===== src/rtl/dmem_sort_ctrl.sv =====
// dmem_sort_ctrl
//   In-place bubble sort sequencer sitting between the CPU load/store path and
//   the word-organised data memory (byte addressed, 32-bit words when B=8).
//   While idle every CPU memory signal passes straight through. While sorting
//   the controller owns both read ports and the write port and raises busy so
//   the CPU stalls. Sorts `count` words starting at `base_addr` into ascending
//   unsigned order and reports the number of swaps in swap_count.
//
//   Optional feature macro: DMEM_SORT_EARLY_EXIT_EN
//     defined   -> a pass that performs no swap ends the sort immediately
//     undefined -> always count-1 full passes
//
// Ports
//   clk, rst                : clock, synchronous active-high reset
//   start, base_addr, count : sort request (sampled only in IDLE)
//   busy, done, swap_count  : status (done is a one-cycle pulse)
//   cpu_*                   : CPU side of the memory path
//   mem_*                   : memory side of the memory path
module dmem_sort_ctrl #(
  parameter int B = 8,
  parameter int N = 8
) (
  input  logic           clk,
  input  logic           rst,
  input  logic           start,
  input  logic [N-1:0]   base_addr,
  input  logic [N-1:0]   count,
  output logic           busy,
  output logic           done,
  output logic [15:0]    swap_count,
  input  logic [N-1:0]   cpu_r_addr1,
  input  logic [N-1:0]   cpu_r_addr2,
  input  logic [N-1:0]   cpu_w_addr,
  input  logic [4*B-1:0] cpu_w_data,
  input  logic           cpu_write_en,
  input  logic           cpu_read_en,
  output logic [N-1:0]   mem_r_addr1,
  output logic [N-1:0]   mem_r_addr2,
  output logic [N-1:0]   mem_w_addr,
  output logic [4*B-1:0] mem_w_data,
  output logic           mem_write_en,
  output logic           mem_read_en,
  input  logic [4*B-1:0] mem_r_data1,
  input  logic [4*B-1:0] mem_r_data2,
  output logic [4*B-1:0] cpu_r_data1,
  output logic [4*B-1:0] cpu_r_data2
);

  localparam int W = 4 * B;

  typedef enum logic [2:0] {IDLE, CMP, WR_LO, WR_HI, FIN} state_t;

  state_t         state, state_nx;
  logic [N-1:0]   base_q, lim_q, j_q;
  logic [W-1:0]   wa_q, wb_q;
  logic [15:0]    swap_q;

  logic [N-1:0]   addr_lo, addr_hi;
  logic [N:0]     j_inc;
  logic           gt, adv, more_j, more_pass, stop_early;
  state_t         adv_nx;

  // Word pair under inspection; address math wraps modulo 2^N like the memory.
  assign addr_lo   = base_q + (j_q << 2);
  assign addr_hi   = addr_lo + N'(4);
  assign gt        = mem_r_data1 > mem_r_data2;
  assign adv       = (state == CMP && !gt) || (state == WR_HI);
  // Extra bit keeps j+1 from wrapping when lim is near the top of the range.
  assign j_inc     = {1'b0, j_q} + {{N{1'b0}}, 1'b1};
  assign more_j    = j_inc < {1'b0, lim_q};
  assign more_pass = lim_q > N'(1);

`ifdef DMEM_SORT_EARLY_EXIT_EN
  logic swapped_q;
  // The WR_HI of the final step counts as a swap for this pass.
  assign stop_early = !(swapped_q || state == WR_HI);
`else
  assign stop_early = 1'b0;
`endif

  // Where an advance leads: next compare in this pass, next pass, or done.
  always_comb begin
    adv_nx = FIN;
    if (more_j)                       adv_nx = CMP;
    else if (more_pass && !stop_early) adv_nx = CMP;
  end

  // State register
  always_ff @(posedge clk) begin
    if (rst) state <= IDLE;
    else     state <= state_nx;
  end

  // Next-state logic
  always_comb begin
    state_nx = state;
    case (state)
      IDLE:    if (start) state_nx = (count < N'(2)) ? FIN : CMP;
      CMP:     state_nx = gt ? WR_LO : adv_nx;
      WR_LO:   state_nx = WR_HI;
      WR_HI:   state_nx = adv_nx;
      FIN:     state_nx = IDLE;
      default: state_nx = IDLE;
    endcase
  end

  // Datapath registers
  always_ff @(posedge clk) begin
    if (rst) begin
      base_q <= '0;
      lim_q  <= '0;
      j_q    <= '0;
      wa_q   <= '0;
      wb_q   <= '0;
      swap_q <= '0;
`ifdef DMEM_SORT_EARLY_EXIT_EN
      swapped_q <= 1'b0;
`endif
    end else begin
      if (state == IDLE && start) begin
        base_q <= base_addr;
        lim_q  <= count - N'(1);
        j_q    <= '0;
        swap_q <= '0;
`ifdef DMEM_SORT_EARLY_EXIT_EN
        swapped_q <= 1'b0;
`endif
      end
      if (state == CMP && gt) begin
        wa_q <= mem_r_data1;
        wb_q <= mem_r_data2;
      end
      if (state == WR_HI) begin
        if (swap_q != 16'hFFFF) swap_q <= swap_q + 16'd1;
`ifdef DMEM_SORT_EARLY_EXIT_EN
        swapped_q <= 1'b1;
`endif
      end
      if (adv) begin
        if (more_j) begin
          j_q <= j_inc[N-1:0];
        end else begin
          // Pass boundary; lim also decrements on the way to FIN, which is harmless.
          j_q   <= '0;
          lim_q <= lim_q - N'(1);
`ifdef DMEM_SORT_EARLY_EXIT_EN
          swapped_q <= 1'b0;
`endif
        end
      end
    end
  end

  // Outputs and memory ownership mux
  always_comb begin
    busy         = (state == CMP) || (state == WR_LO) || (state == WR_HI);
    done         = (state == FIN);
    swap_count   = swap_q;
    cpu_r_data1  = mem_r_data1;
    cpu_r_data2  = mem_r_data2;
    mem_r_addr1  = cpu_r_addr1;
    mem_r_addr2  = cpu_r_addr2;
    mem_w_addr   = cpu_w_addr;
    mem_w_data   = cpu_w_data;
    mem_write_en = cpu_write_en;
    mem_read_en  = cpu_read_en;
    if (busy) begin
      // CPU strobes are dropped, not queued, while the sorter owns memory.
      mem_r_addr1  = addr_lo;
      mem_r_addr2  = addr_hi;
      mem_read_en  = (state == CMP);
      mem_w_addr   = (state == WR_HI) ? addr_hi : addr_lo;
      mem_w_data   = (state == WR_HI) ? wa_q : wb_q;
      mem_write_en = (state == WR_LO) || (state == WR_HI);
    end
    // No write may reach memory in a reset cycle, pass-through included.
    if (rst) mem_write_en = 1'b0;
  end

endmodule

===== config.mk =====
export PLATFORM = sky130hd
export DESIGN_NAME = dmem_sort_ctrl
export DESIGN_NICKNAME = d
export VERILOG_FILES = /design/src/rtl/dmem_sort_ctrl.sv
export SDC_FILE = /design/constraint.sdc
export NUM_CORES = 1
export LEC_CHECK = 0
export ABC_AREA = 1
export CAP_MARGIN = 10
export CORE_AREA = 2 2 152 154
export CTS_CLUSTER_DIAMETER = 50
export DETAILED_ROUTE_END_ITERATION = 8
export DIE_AREA = 0 0 154 156
export HOLD_SLACK_MARGIN = 0.05
export PLACE_DENSITY = 0.74
export SETUP_SLACK_MARGIN = 0.1
export SYNTH_ARGS = -nofsm -noshare
export SYNTH_HDL_FRONTEND = slang
export SYNTH_SLANG_ARGS = --single-unit

===== constraint.sdc =====
create_clock -name clk -period 3.7 [get_ports clk]
set_clock_uncertainty 0.1 [all_clocks]
set_input_delay 0.555 -clock clk [delete_from_list [all_inputs] [get_ports clk]]
set_output_delay 0.555 -clock clk [all_outputs]
set_load 0.01 [all_outputs]

==> results of run 1 <==
==> cells by family (layout without fill, tap and decap cells) <==
logic type,count (synthesis),count (layout),synth area share (%)
flops,107,107,27.9
compound gates,252,252,17.4
xor+xnor,16,16,1.82
simple gates,518,518,29.8
buf+inv,228,411,14.8
fa+ha+maj,51,51,8.40
==> metrics by stage <==
step           utilization (%)  area, µm²  power (W)  hold WS [ns]
3_5_place_dp              45.9      10300    0.00294         0.350
2_1_floorplan                -       7680    0.00224         0.337
6_report                  47.4      10600    0.00392         0.361
3_3_place_gp              45.9      10300    0.00292         0.346
4_1_cts                   47.3      10600    0.00395         0.362
5_1_grt                   47.4      10600    0.00416         0.380
==> worst paths after layout <==
check | slack (ns) | endpoint | startpoint | cells past startpoint
setup / recovery | 0.32 | mem_w_data[14] | state[1]$_SDFFE_PP0P_ | 6
hold / removal | 0.36 | wb_q[0]$_SDFFE_PP0P_ | wb_q[0]$_SDFFE_PP0P_ | 2
setup reg to reg | 0.71 | j_q[0]$_SDFFE_PP0P_ | j_q[1]$_SDFFE_PP0P_ | 16
hold reg to reg | 0.36 | wb_q[0]$_SDFFE_PP0P_ | wb_q[0]$_SDFFE_PP0P_ | 2
==> cells in the final DEF, fill, tap and decap left out, types with 2 or more instances in the layout <==
cell and count:
inv_6 2, inv_1 89, dlymetal6s2s_1 3, ha_1 50, nand2_2 4, buf_4 19
o21ai_0 105, inv_2 4, nor2_2 9, clkbuf_16 9, clkdlybuf4s50_1 276, xnor2_1 4
o22ai_1 3, nor3_2 2, a21oi_4 2, a21oi_1 122, or2_2 3, o311a_1 2
nor3_1 13, nand3_1 59, o21a_1 2, a211oi_1 3, xor2_1 11, dfxtp_1 106
nand4_1 73, o21ai_2 2, o211ai_1 3, a31oi_1 4, nor2_1 89, buf_12 2
clkbuf_8 3, nand2_1 259, nor2_4 3
==> cell usage after synthesis, types with 2 or more instances <==
master    count
ha_1         50
a21oi_1     124
buf_4        64
inv_2         3
nor3_1       13
nor3_2        2
nand4_1      73
o21ai_0     107
buf_1         5
a211oi_1      3
nor2_1       91
o211ai_1      3
o311a_1       2
or2_2         3
inv_1        90
nand2_2       3
a31oi_1       4
nand3_1      60
nand2_1     260
dfxtp_1     107
buf_2        24
xor2_1       12
nor2_2        9
o22ai_1       3
o21a_1        2
xnor2_1       4
clkbuf_1     40
==> cell type report <==
| class | instances | area (µm²) |
|---|---|---|
| Timing Repair Buffer | 301 | 2990 |
| Clock inverter | 4 | 31.3 |
| Clock buffer | 12 | 267 |
| Multi-Input combinational cell | 837 | 4460 |
| Inverter | 94 | 353 |
| Sequential cell | 107 | 2140 |
| Tap cell | 285 | 357 |
| Fill cell | 2230 | 11800 |
==> where the power goes <==
group          total [W]  leakage, nW  switching, W  internal (W)
logic            0.00166         3.32      0.000947      0.000710
clock network   0.000996        0.150      0.000477      0.000519
registers        0.00127        0.869     0.0000453       0.00123
==> registers in the layout, summed over array words and instances, names as in the netlist <==
name        count
wa_q           32
wb_q           32
swap_count     16
state           3
lim_q           8
base_q          8
j_q             8
==> critical path, stage by stage (launching register included) <==
cell and delay, ns:
dfxtp_1 0.52, inv_1 0.17, nor2_4 0.46, buf_12 0.26, o21ai_0 0.09, o21ai_0 0.26, clkdlybuf4s50_1 0.59
==> what timing repair did <==
action | in CTS | in global routing
setup buffers | 0 | 1
gates resized for setup | 0 | 11
endpoints found under the setup margin | 0 | 4
==> layer usage <==
layer,GRT usage [%],vias to the layer above,share of wire (%)
li1,-,4234,-
met3,3.86,33,6.9
met2,38.6,358,49
met5,0,-,0
met4,7.34,0,1.9
met1,26.4,3971,43
==> qor.yml, run 1 <==
status: "complete, no violations"
gp_congestion: 0.917
synth_top_flop_cell: "dfxtp_1"
numClockSinks: 107
post-dp-hpwl_um: 18800
cts_hold_buf: 0
setup_tns_ns: 0
rsz0062_at_grt: "false"
synthTopCellsByArea: "dfxtp_1 28%, nand2_1 13%, ha_1 8.1%, a21oi_1 8.1%, o21ai_0 7.0%"
final_max_slew_viol_count: 0
dieArea_um2: 24000
slew_headroom_pct: 30.3
grt_max_degree: 90
htree_levels: 3
via_per_inst: 5.24
ys_types: 38
io_pins: 281
synth_top_area_share_pct: 27.9
setup_violations: 0
drive_gt1_share_pct: 5.46
diodes: 0
hp-class: "reg2reg"
drt_drc_violations_left: 0
clk_pin_slew_ns: 0.08
drtIter0Drc: 454
place_ws_ns: 0.438
area_delta_synth_final_pct: 38.0
start_util_pct: 34.4
synth_warnings: 0
yosysSeqAreaShare_pct: 27.9
arrival_ns: 2.72
place_inst: 1623
p_leak_nw: 4.34
grt_usage_pct: 21.7
wl_um: 26600
cts_buffer_depth: 2
antenna_found_initial: 0
path_max_fanout: 29
fmax_ghz: 0.296
worstSetupPathType: "reg2out"
endpoint_kind: "primary output"
syn_inst: 1172
worstSkewPairLatency_ns: 0.35
dr.pass1.iters: 7
startpoint_type: "flip-flop"
tightest_slew_ns: 1.04
post-route-min-period_ns: 3.38
syn_nets: 1364
rows: 55
worst_ir_drop_vdd_mv: 0.203
synth_top_area_cell: "dfxtp_1"
cts_made_buffers: 9
die_x_um: 154
syn_avg_cell_area_um2: 6.56
nets: 1542
antenna_left: 0
routedWlPerCell_um: 16.2
synth-edff-count: 0
grt_pass1_wl_um: 42200
period_share_pct: 91.3
finalWorstSetupSlack_ns: 0.323
vias: 8596
finalHoldViolations: 0
synth_area_um2: 7680
grt_pass1_vias: 8283
portBuffers: 280
cts.root.buffer_cell: "clkbuf_16"
synth-seq-cells: 107
fin_cells: 1640
critical_path_required_ns: 3.04
core_area_um2: 22400
power_density_nw_per_um2: 370
synthArstFlopShare_pct: 0
overflow: 0
max_cap_viol_count: 0
cts_tree: "yes"
die_y_um: 156
Power figures use the tool's default switching activity.
==> run 2: changes to the inputs <==
RECOVER_POWER = 50   (was unset)
==> qor.yml, run 2 (synthesis gave the netlist of run 1 again) <==
dr.pass1.iters: 6
place_ws_ns: 0.438
p_sw_share_pct: 37.6
antenna_left: 0
cts_buffer_depth: 2
critical_path_required_ns: 3.04
p_leak_nw: 4.41
worstSkewPairLatency_ns: 0.35
fillers: 2236
core_area_um2: 22400
grt_usage_pct: 21.7
nets: 1542
setup_tns_ns: 0
cts.root.buffer_cell: "clkbuf_16"
fmax_ghz: 0.294
status: "complete, no violations"
die_x_um: 154
endpoint_kind: "primary output"
p_clk_share_pct: 25.6
finalHoldViolations: 0
cts_hold_buf: 0
numClockSinks: 107
htree_levels: 3
max_cap_viol_count: 0
power_density_nw_per_um2: 369
clk_pin_slew_ns: 0.08
cts_tree: "yes"
via_per_inst: 5.24
post-dp-hpwl_um: 18800
arrival_ns: 2.75
diodes: 0
p_switching_w: 0.00147
die_y_um: 156
internal-power_w: 0.00244
hp-class: "reg2reg"
portBuffers: 280
regArea_um2: 2140
tightest_slew_ns: 1.05
final_area_um2: 10600
worst_ir_drop_vdd_mv: 0.205
wl_um: 26600
dpl_cell_area_um2: 10300
cts_made_buffers: 9
gp_congestion: 0.917
post-route-min-period_ns: 3.40
power_frac_seq_pct: 32.5
vias: 8589
setup_violations: 0
worstSetupPathType: "reg2out"
grt_pass1_wl_um: 42200
overflow: 0
final_common_cell: "nand2_1"
slew_headroom_pct: 30.1
startpoint_type: "flip-flop"
drive_gt1_share_pct: 5.17
drtIter0Drc: 458
rsz0062_at_grt: "false"
antenna_found_initial: 0
whs_ns: 0.361
dieArea_um2: 24000
finalWorstSetupSlack_ns: 0.299
drt_drc_violations_left: 0
start_util_pct: 34.4
grt_max_degree: 90
io_pins: 281
final_max_slew_viol_count: 0
multi_input_area_um2: 4450
grt_pass1_vias: 8283
path_max_fanout: 29
area_delta_synth_final_pct: 37.7
p_comb_share_pct: 41.9
rows: 55
final_cell_mix: "260 x nand2_1, 195 x clkdlybuf4s50_1, 122 x a21oi_1"
period_share_pct: 91.9
routedWlPerCell_um: 16.2
## run 2: changes by cell type in the layout (fill, tap and decap cells not counted)
cell,change
clkdlybuf4s50_1,-81
dlygate4sd3_1,+81
buf_4,-3
clkbuf_2,+2
clkbuf_1,+1
nand2_1,+1
nand2_2,-1
nand3_1,+1
nand3_2,-1
nor3_1,+1
nor3_2,-1
## run 2: final timing paths
kind,startpoint,endpoint,slack [ns],cells past startpoint
worst min register to register,wb_q[0]$_SDFFE_PP0P_,wb_q[0]$_SDFFE_PP0P_,0.36,2
worst min-delay path,wb_q[0]$_SDFFE_PP0P_,wb_q[0]$_SDFFE_PP0P_,0.36,2
worst max-delay path,state[1]$_SDFFE_PP0P_,mem_w_data[14],0.30,6
worst max register to register,j_q[1]$_SDFFE_PP0P_,j_q[0]$_SDFFE_PP0P_,0.71,16
## run 2: layout make-up
cell class | instances | area share, %
inverter | 94 | 3.33
sequential | 107 | 20.3
clock inverter | 4 | 0.296
multi-input combinational | 837 | 42.0
timing repair buffer | 301 | 28.2
tap | 285 | 3.37
clock buffer | 12 | 2.52
## run 2: repair_timing
action / in CTS / in global routing
setup endpoints to repair: 0 / 4
hold endpoints to repair: 0 / 0
setup buffers: 0 / 1
gates resized for setup: 0 / 11
## run 2: per-layer routing
layer / global-route usage [%] / share of wire (%) / routed length [µm]
met1: 26.4 / 43 / 11400
met2: 38.6 / 48 / 12900
met3: 3.86 / 6.7 / 1790
met4: 7.34 / 1.9 / 515
met5: 0 / 0 / 0
## run 2: power by group through the flow
stage,sequential [W],clock [W],combinational [W]
after floorplan,0.00128,0,0.000956
after global placement,0.00129,0,0.00163
after detailed placement,0.00130,0,0.00164
after CTS,0.00127,0.00102,0.00165
after global routing,0.00128,0.00106,0.00180
final,0.00127,0.000999,0.00164
## run 2: through the flow
step           std cells  total power [W]  utilization (%)
3_3_place_gp        1623          0.00292             45.9
6_report            1640          0.00391             47.3
3_5_place_dp        1623          0.00294             45.9
4_1_cts             1639          0.00395             47.3
5_1_grt             1640          0.00414             47.3
2_1_floorplan       1172          0.00224                -
## run 2: critical path, cell delays in order (launching register included)
cell and delay [ns]:
dfxtp_1 0.53, inv_1 0.17, nor2_4 0.46, buf_12 0.26, o21ai_0 0.09, o21ai_0 0.27
clkdlybuf4s50_1 0.59
